`src/rtl/button_cmd_ctl.sv`:
```
// button_cmd_ctl: sync, debounce and edge-detect two buttons into left/right command pulses (optional BUTTON_AUTOREPEAT_EN)
module button_cmd_ctl #(
  parameter int DEBOUNCE_CYCLES = 650_000,
  parameter int REPEAT_DELAY    = 8_125_000,
  parameter int REPEAT_PERIOD   = 4_062_500
) (
  input  logic clk,
  input  logic rst_n,
  input  logic btn_left_raw,
  input  logic btn_right_raw,
  input  logic endgame,
  output logic left,
  output logic right,
  output logic left_level,
  output logic right_level
);
  localparam int CW = $clog2(DEBOUNCE_CYCLES + 1);
  if (DEBOUNCE_CYCLES < 2 || REPEAT_DELAY < 1 || REPEAT_PERIOD < 1) begin : g_bad_param
    $error("button_cmd_ctl: DEBOUNCE_CYCLES must be >= 2 and REPEAT_* >= 1");
  end
  typedef enum logic [1:0] {IDLE, PRESSED, HOLD_DELAY, REPEAT} state_t;
  logic [1:0] s1, s2, lvl;
  logic [CW-1:0] cnt [2];
  state_t ls, ls_n, rs, rs_n;
  logic lev, rev;
`ifdef BUTTON_AUTOREPEAT_EN
  localparam int RW = $clog2((REPEAT_DELAY > REPEAT_PERIOD ? REPEAT_DELAY : REPEAT_PERIOD) + 1);
  logic [RW-1:0] rc, rc_n;
`endif
  assign left_level = lvl[0];
  assign right_level = lvl[1];
  // two-flop synchroniser; bit 0 = left, bit 1 = right
  always_ff @(posedge clk or negedge rst_n) begin
    if (!rst_n) begin
      s1 <= '0;
      s2 <= '0;
    end else begin
      s1 <= {btn_right_raw, btn_left_raw};
      s2 <= s1;
    end
  end
  // debounce: accept a level change only after an unbroken run of differing samples
  always_ff @(posedge clk or negedge rst_n) begin
    if (!rst_n) begin
      lvl <= '0;
      for (int i = 0; i < 2; i++) cnt[i] <= '0;
    end else begin
      for (int i = 0; i < 2; i++) begin
        if (s2[i] == lvl[i]) cnt[i] <= '0;
        else if (cnt[i] == CW'(DEBOUNCE_CYCLES - 1)) begin
          lvl[i] <= s2[i];
          cnt[i] <= '0;
        end else cnt[i] <= cnt[i] + CW'(cnt[i] != CW'(DEBOUNCE_CYCLES));
      end
    end
  end
  // state and registered, gated command outputs; left wins a same-cycle collision
  always_ff @(posedge clk or negedge rst_n) begin
    if (!rst_n) begin
      ls <= IDLE;
      rs <= IDLE;
      left <= 1'b0;
      right <= 1'b0;
`ifdef BUTTON_AUTOREPEAT_EN
      rc <= '0;
`endif
    end else begin
      ls <= ls_n;
      rs <= rs_n;
      left <= lev & ~endgame;
      right <= rev & ~lev & ~endgame;
`ifdef BUTTON_AUTOREPEAT_EN
      rc <= rc_n;
`endif
    end
  end
  // next state and pulse events; FSMs track levels even while endgame masks outputs
  always_comb begin
    ls_n = ls;
    rs_n = rs;
    lev = 1'b0;
    rev = 1'b0;
    if (!lvl[1]) rs_n = IDLE;
    else if (rs == IDLE) begin
      rs_n = PRESSED;
      rev = 1'b1;
    end
`ifdef BUTTON_AUTOREPEAT_EN
    rc_n = rc;
    if (!lvl[0]) ls_n = IDLE;
    else if (ls == IDLE || ls == PRESSED) begin
      ls_n = HOLD_DELAY;
      lev = ls == IDLE;
      rc_n = '0;
    end else if (rc == RW'(ls == HOLD_DELAY ? REPEAT_DELAY - 1 : REPEAT_PERIOD - 1)) begin
      ls_n = REPEAT;
      lev = 1'b1;
      rc_n = '0;
    end else rc_n = rc + RW'(1);
`else
    if (!lvl[0]) ls_n = IDLE;
    else if (ls == IDLE) begin
      ls_n = PRESSED;
      lev = 1'b1;
    end
`endif
  end
endmodule
```
`config.mk`:
```
export PLATFORM = sky130hd
export DESIGN_NAME = button_cmd_ctl
export DESIGN_NICKNAME = d
export VERILOG_FILES = /design/src/rtl/button_cmd_ctl.sv
export SDC_FILE = /design/constraint.sdc
export NUM_CORES = 1
export LEC_CHECK = 0
export BUFFER_PORTS_ARGS = -buffer_cell sky130_fd_sc_hd__buf_4
export CORE_MARGIN = 2
export CORE_UTILIZATION = 65
export DETAILED_ROUTE_END_ITERATION = 6
export GPL_TIMING_DRIVEN = 1
export HOLD_SLACK_MARGIN = 0.15
export PLACE_DENSITY = 0.86
export SLEW_MARGIN = 40
export SYNTH_ARGS = -nofsm -noshare
export SYNTH_HDL_FRONTEND = slang
export SYNTH_SLANG_ARGS = --single-unit
```
`constraint.sdc`:
```
create_clock -name clk -period 3.8 [get_ports clk]
set_input_delay 0.57 -clock clk [delete_from_list [all_inputs] [get_ports clk]]
set_output_delay 0.57 -clock clk [all_outputs]
set_load 0.005 [all_outputs]
```
# Word level (Yosys, flattened, before mapping)
# Index checks and enable logic that the tools add are counted.
# W data, S select, Z words.
# word_totals
register_bits	52
input_bits	5
out_inout_bits	4
elab_cells	43
# op_classes
add_sub_neg	2
n_eq_ne	8
muxes	12
n_bitwise	7
reduce_logical	4
# ops
op	n
$mux W20	4
$add A20 B1 Y20	2
$eq A20 B20 Y1 const B	2
$ne A20 B20 Y1 const B	2
$mux W2	4
$logic_not A2 Y1	2
$mux W1	4
$ne A2 B1 Y1 const B	2
$not A1 Y1	4
$reduce_and A2 Y1	2
$and A1 B1 Y1	3
$eq A1 B1 Y1	2

# Logic depth before layout (Yosys ltp)
# Gate-level depths: netlist of run 1.
# logic_depth
depth_word	6
mapped_depth	9
mapped_depth_nobuf	9

# Worst setup path before layout of run 1
# Ideal clock, no wire load.
# synth_path
path_kind	register -> register
start	register cnt[6] in the netlist's numbering
end	register cnt[18] in the netlist's numbering
t_arrival_ns	2.481
t_required_ns	3.723
path_slack_ns	1.241
path_stages_with_launch	10
n_path_buf	0
synth_period_minus_slack_ns	2.559
cell_sequence	dfrtp_1 > or4_2 > nor4_2 > nand3_1 > ha_1 > ha_1 > nand3_1 > nor4_1 > a31o_2 > a21oi_1
# synth_via
elab_chain_cells	4
word_cells_on_any_way	5
# synth_rtl
item	line	text
from (decl)	23	logic [CW-1:0] cnt [2];
from (signal, indexed assignment)	53	end else cnt[i] <= cnt[i] + CW'(cnt[i] != CW'(DEBOUNCE_CYCLES));
$ne A20 B20 Y1	53	
$add A20 B1 Y20	53	
$mux W20 (*)	50	else if (cnt[i] == CW'(DEBOUNCE_CYCLES - 1)) begin
$mux W20 (*)	49	if (s2[i] == lvl[i]) cnt[i] <= '0;
# Mark *: on every way between the ends. The rest lies on a longest branch, timed or not.
# A chain may end at the register's enable or synchronous reset.

# Worst setup path after layout of run 1
# Same ends and word-level chain as after synthesis.

==> qor.yml, run 1 <==
sta:
  final_critical_path_share_of_the_clock_period_pct: 75.5
  relSlewSlack_pct: 56.4
  slew_viol_final: 0
  final.setup.worst_slack_ns: 0.932
  final-hold-violation-count: 0
  layout_min_cycle_time_ns: 2.87
  grt_setup_unrepaired: "no"
  timing.clock.skew_ns: 0.00561
  final-setup-viol-count: 0
  fmax_mhz: 349
  tightestPinTransition_ns: 0.654
  timing.setup.tns_ns: 0
clock_tree:
  clock_path_buffers: 2
  cts_tree: "yes"
  holdBufCountCts: 0
  clockRootBuffer: "sky130_fd_sc_hd__clkbuf_8"
  cts_htree_levels: 2
  number_of_clock_buffers_inserted_by_tritoncts: 5
  clkTransAtPathRegs_ns: 0.09
  clock_insertion_delay_worst_skew_ns: 0.30
  cts.sinks: 50
  post_cts_buffers: 0
  cts_repair_resize_count: 0
placed_design:
  finalWeightedCongestion: 0.833
  dp_worst_setup_slack_ns: 0.952
  dp.final_hpwl_mm: 2.94
  io_buffer_count: 8
  dpl_cell_area_um2: 2510
yosys:
  yosys_warnings: 0
  syn_area_um2: 2440
  postSynthNetCount: 251
  syn-instance-count: 242
  seq_area_frac_synth_pct: 51.3
  syn_area_per_cell_um2: 10.1
  register_bit_count_reported_by_yosys: 50
  synth_cell_types: 36
grt:
  pin_count_of_the_biggest_net_entering_global_routing: 51
  first_global_vias: 1703
  gr-total-overflow: 0
  grt_usage_pct: 23.0
  grt_pass1_wl_mm: 7.60
  number_of_antenna_violations_at_the_first_check_in_global_routing: 0
worst_hold_path:
  min-delay-path-class: "input pin to async pin"
worst_setup_path:
  critical-path-top-delay-family: "simple AND/OR/NAND/NOR gates"
  critical_path_depth: 9
  critPathSlowestCell: "sky130_fd_sc_hd__or4_2"
  r2r_setup_slack_ns: 0.93
  number_of_buffer_and_inverter_stages_on_the_critical_path: 0
  cp_startpoint_kind: "flip-flop"
  r2r.worst_path.cells: 9
  setup.worst_path.end_class: "flip-flop"
  critPathMaxStageDelay_ns: 0.69
  timing.critical_path.cells: "or4_2 -> nor4_2 -> nand3_1 -> ha_1 -> ha_1 -> nand3_1 -> nor4_1 -> a31o_2 -> a21oi_1"
  rr_startpoint: "cnt[6]"
  worstSetupPathType: "flip-flop to flip-flop"
  critPathArrivalTime_ns: 3.08
  worst_r2r_endpoint: "cnt[18]"
  worstPathMaxFanout: 7
  startpoint: "cnt[6]"
  endpoint: "cnt[18]"
  cp_data_required_time_ns: 4.02
die:
  die_area_um2: 4260
  floorplan.die.width_um: 65.3
  floorplan.io_pins: 9
  placement_rows: 22
  starting_density_of_the_core_pct: 67.2
  die-height_um: 65.3
  core_area_um2: 3630
cells_and_area:
  final_util_pct: 72.3
  final_common_cell: "sky130_fd_sc_hd__dfrtp_1"
  drive_above_1_share_pct: 12.0
  final_nets: 258
  antennaDiodeCount: 0
  most-common-layout-cells: "50 x sky130_fd_sc_hd__dfrtp_1, 43 x sky130_fd_sc_hd__nor2_1, 21 x sky130_fd_sc_hd__xnor2_1"
  area_growth_syn_to_fin_pct: 7.64
  postLayoutCellArea_um2: 2630
drt:
  detail_route.first_pass.iterations: 4
  vias_per_cell: 5.87
  antenna_left: 0
  detail_route.iter0.violations: 149
  drt-total-wl_mm: 4.32
  via_count: 1748
  post_drt_wl_per_cell_um: 14.5
  post-route-drc-count: 0
power:
  leakage_power_figure_nw: 1.08
  power-per-cell-area_nw_per_um2: 364
  design_power_total_mw: 0.956
  peakVddDrop_v: 0.000250
status:
  run_status: "finished, final reports clean"
job:
  max-cap-violations: 0
[logic make-up after synthesis]
group	after synthesis	synth area share (%)
mux	3	1.33
flops	50	51.3
fa+ha+maj	4	2.05
xor+xnor	31	11.1
simple gates	124	27.6
buf+inv	16	3.13
compound gates	14	3.49
[how the worst min path moves through the flow]
stage / startpoint / to / slack [ns] / depth (start not counted)
6_report: rst_n / cnt[14] / 0.27 / 1
2_1_floorplan: rst_n / cnt[0] / 0.27 / 0
5_1_grt: rst_n / left / 0.33 / 1
3_3_place_gp: s1[1] / s2[1] / 0.34 / 0
4_1_cts: rst_n / cnt[36] / 0.28 / 1
3_5_place_dp: s1[0] / s2[0] / 0.35 / 0
[Yosys cell counts]
cell / count / area, um2
sky130_fd_sc_hd__dfrtp_1: 50 / 1250
sky130_fd_sc_hd__nor2_1: 43 / 161
sky130_fd_sc_hd__xnor2_1: 21 / 184
sky130_fd_sc_hd__nand3_1: 14 / 70.1
sky130_fd_sc_hd__nand2_1: 13 / 48.8
sky130_fd_sc_hd__nand4_1: 12 / 75.1
sky130_fd_sc_hd__xor2_1: 10 / 87.6
sky130_fd_sc_hd__inv_1: 8 / 30.0
sky130_fd_sc_hd__nor3_1: 8 / 40.0
sky130_fd_sc_hd__nor4_1: 8 / 50.1
sky130_fd_sc_hd__o21ai_0: 6 / 30.0
sky130_fd_sc_hd__or3_1: 6 / 37.5
sky130_fd_sc_hd__a21oi_1: 4 / 20.0
sky130_fd_sc_hd__and3_1: 4 / 25.0
sky130_fd_sc_hd__buf_4: 4 / 30.0
sky130_fd_sc_hd__ha_1: 4 / 50.1
sky130_fd_sc_hd__clkbuf_1: 3 / 11.3
sky130_fd_sc_hd__mux2_2: 2 / 22.5
sky130_fd_sc_hd__nor2b_1: 2 / 12.5
sky130_fd_sc_hd__nor4_2: 2 / 25.0
sky130_fd_sc_hd__or4_1: 2 / 15.0
sky130_fd_sc_hd__or4b_1: 2 / 20.0
sky130_fd_sc_hd__a21bo_2: 1 / 10.0
sky130_fd_sc_hd__a21o_1: 1 / 7.51
sky130_fd_sc_hd__a21oi_2: 1 / 8.76
sky130_fd_sc_hd__a31o_2: 1 / 8.76
sky130_fd_sc_hd__and4_2: 1 / 10.0
sky130_fd_sc_hd__and4_4: 1 / 11.3
sky130_fd_sc_hd__clkbuf_2: 1 / 5.00
sky130_fd_sc_hd__mux2i_1: 1 / 10.0
sky130_fd_sc_hd__nand3_2: 1 / 10.0
sky130_fd_sc_hd__nand4_4: 1 / 21.3
sky130_fd_sc_hd__nor4b_1: 1 / 8.76
sky130_fd_sc_hd__or4_2: 1 / 8.76
sky130_fd_sc_hd__or4b_2: 1 / 10.0
sky130_fd_sc_hd__or4b_4: 1 / 13.8
[routing by layer]
layer / global-route usage [%] / up-vias / part of all wire (%)
met5: 0 / - / 0
met4: 5.47 / 0 / 1.3
met3: 4.62 / 10 / 3.3
met2: 39.5 / 35 / 52
met1: 30.0 / 845 / 44
li1: - / 858 / -
[cell type report]
type	instances	area [um2]
clock buffer	5	68.8
clock inverter	3	43.8
fill	257	1010
inverter	8	30.0
multi-input combinational	176	1110
sequential	50	1250
tap	48	60.1
timing repair buffer	8	60.1
[worst reg2reg max path, stage by stage (launching register included)]
cell                      delay [ns]
sky130_fd_sc_hd__dfrtp_1        0.45
sky130_fd_sc_hd__or4_2          0.69
sky130_fd_sc_hd__nor4_2         0.28
sky130_fd_sc_hd__nand3_1        0.13
sky130_fd_sc_hd__ha_1           0.23
sky130_fd_sc_hd__ha_1           0.22
sky130_fd_sc_hd__nand3_1        0.23
sky130_fd_sc_hd__nor4_1         0.15
sky130_fd_sc_hd__a31o_2         0.26
sky130_fd_sc_hd__a21oi_1        0.15
[state kept, by name, indices dropped and copies added, names as in the netlist]
| name | flops |
|---|---|
| right | 1 |
| left | 1 |
| rs | 1 |
| lvl | 2 |
| cnt | 40 |
| s2 | 2 |
| ls | 1 |
| s1 | 2 |
[stage by stage]
step,hold slack (ns),std cells
global placement,0.336,290
finish,0.272,298
CTS,0.285,298
detailed placement,0.349,290
global route,0.333,298
floorplan,0.274,242
[where the power goes]
part | internal [mW] | total (mW) | switching [mW]
Sequential | 0.539 | 0.547 | 0.00783
Clock | 0.197 | 0.374 | 0.177
Combinational | 0.0119 | 0.0356 | 0.0238
Total | 0.748 | 0.956 | 0.208
Note: power is estimated with default switching activity, not from simulation.
==> run 2, diff against run 1 <==
CORE_UTILIZATION = 61   (was 65)
PLACE_DENSITY = 0.82   (was 0.86)
clock period = 2.9 ns   (was 3.8 ns; I/O delays follow)
==> qor.yml, run 2 (synthesized netlist as in run 1, its figures left out) <==
status:
  run_status: "finished, final reports clean"
worst_setup_path:
  worstPathMaxFanout: 8
  r2r.worst_path.cells: 9
  setup.worst_path.end_class: "flip-flop"
  worstSetupPathType: "flip-flop to flip-flop"
  cp_data_required_time_ns: 3.08
  cp_startpoint_kind: "flip-flop"
  critPathSlowestCell: "sky130_fd_sc_hd__or4_1"
  critPathMaxStageDelay_ns: 0.55
  timing.critical_path.cells: "or4_1 -> nor4_2 -> nand3_1 -> ha_1 -> ha_1 -> nand3_2 -> or4_1 -> or3_1 -> a21oi_1"
  rr_startpoint: "cnt[30]"
  worst_r2r_endpoint: "cnt[36]"
  r2r_setup_slack_ns: 0.21
  critPathArrivalTime_ns: 2.88
sta:
  relSlewSlack_pct: 53.6
  grt_setup_unrepaired: "no"
  final-setup-viol-count: 0
  fmax_mhz: 371
  slew_viol_final: 0
  final_critical_path_share_of_the_clock_period_pct: 92.9
  timing.clock.skew_ns: 0.00231
  tightestPinTransition_ns: 0.696
  layout_min_cycle_time_ns: 2.69
  timing.setup.tns_ns: 0
  final-hold-violation-count: 0
die:
  starting_density_of_the_core_pct: 65.2
  placement_rows: 22
  die_area_um2: 4520
  core_area_um2: 3740
  die-height_um: 67.3
  floorplan.io_pins: 9
  floorplan.die.width_um: 67.3
clock_tree:
  cts_tree: "yes"
  clock_insertion_delay_worst_skew_ns: 0.30
  cts_htree_levels: 2
  clockRootBuffer: "sky130_fd_sc_hd__clkbuf_8"
  cts.sinks: 50
  number_of_clock_buffers_inserted_by_tritoncts: 5
  clock_path_buffers: 2
  clkTransAtPathRegs_ns: 0.09
  post_cts_buffers: 0
placed_design:
  finalWeightedCongestion: 0.858
  dpl_cell_area_um2: 2530
  dp.final_hpwl_mm: 3.13
  io_buffer_count: 8
  dpl.cell_count: 292
grt:
  gr-usage-met3_pct: 4.67
  grt_usage_pct: 24.6
  pin_count_of_the_biggest_net_entering_global_routing: 51
  global_route.usage.met1_pct: 32.8
  grt_pass1_wl_mm: 8.28
  first_global_vias: 1781
  gr-max-usage-layer: "met2"
  gr-total-overflow: 0
  groute.layer.met2.usage_pct: 39.6
  number_of_antenna_violations_at_the_first_check_in_global_routing: 0
cells_and_area:
  postLayoutCellArea_um2: 2650
  fin_cells: 300
  final_common_cell: "sky130_fd_sc_hd__dfrtp_1"
  final_nets: 260
  drive_above_1_share_pct: 12.7
  antennaDiodeCount: 0
  area_growth_syn_to_fin_pct: 8.51
  largest_register_ff_count: 40
  most-common-layout-cells: "50 x sky130_fd_sc_hd__dfrtp_1, 43 x sky130_fd_sc_hd__nor2_1, 21 x sky130_fd_sc_hd__xnor2_1"
  top_register: "cnt"
drt:
  post-route-drc-count: 0
  antenna_left: 0
  detail_route.first_pass.iterations: 4
  drt-total-wl_mm: 4.78
  via_count: 1795
  post_drt_wl_per_cell_um: 15.9
  vias_per_cell: 5.98
  detail_route.iter0.violations: 182
job:
  max-cap-violations: 0
power:
  design_power_total_mw: 1.23
  power-per-cell-area_nw_per_um2: 465
  peakVddDrop_v: 0.000252
  leakage_power_figure_nw: 1.09
worst_hold_path:
  min-delay-path-class: "input pin to async pin"
==> run 2: worst max path at each step <==
stage | start | to | slack (ns) | depth (start not counted)
CTS | cnt[7] | cnt[16] | 0.18 | 10
global placement | cnt[30] | cnt[36] | 0.35 | 9
detailed placement | cnt[30] | cnt[36] | 0.27 | 9
global route | cnt[30] | cnt[34] | 0.06 | 9
finish | cnt[30] | cnt[36] | 0.21 | 9
floorplan | cnt[6] | cnt[18] | 0.34 | 9
==> run 2: stage by stage <==
stage	setup slack, ns	utilization, %	hold slack (ns)
CTS	0.183	70.5	0.163
global placement	0.351	67.6	0.334
finish	0.205	70.8	0.146
detailed placement	0.267	67.6	0.336
global route	0.0578	70.8	0.188
floorplan	0.341	-	0.139
==> run 2: layout make-up <==
class                           count  area, um2
Clock buffer                        8        110
Inverter                            8       30.0
Fill cell                         264       1090
Tap cell                           48       60.1
Multi-Input combinational cell    176       1120
Sequential cell                    50       1250
Timing Repair Buffer               10       75.1
==> run 2: routing by layer <==
metal	vias up	part of all wire (%)	wire length [um]
li1	855	-	-
met4	0	1.5	70
met2	38	47	2220
met3	7	3.6	170
met1	895	48	2310
met5	-	0	0
==> run 2: repair_timing <==
| action | CTS | global route |
|---|---|---|
| gates resized for setup | 0 | 1 |
| setup endpoints to repair | 0 | 1 |
| hold buffers | 0 | 0 |
==> run 2: worst max-delay path: cells and delay by family (launching register included) <==
family,cells,cell delay (ns)
AO/OA/AOI/OAI,1,0.06
adder cells (fa/ha/maj),2,0.49
flip-flops,1,0.42
AND/OR/NAND/NOR,6,1.60
==> run 2: power by group <==
| group | internal [mW] | switching [mW] |
|---|---|---|
| registers | 0.706 | 0.0114 |
| clock network | 0.241 | 0.225 |
| logic | 0.0155 | 0.0330 |
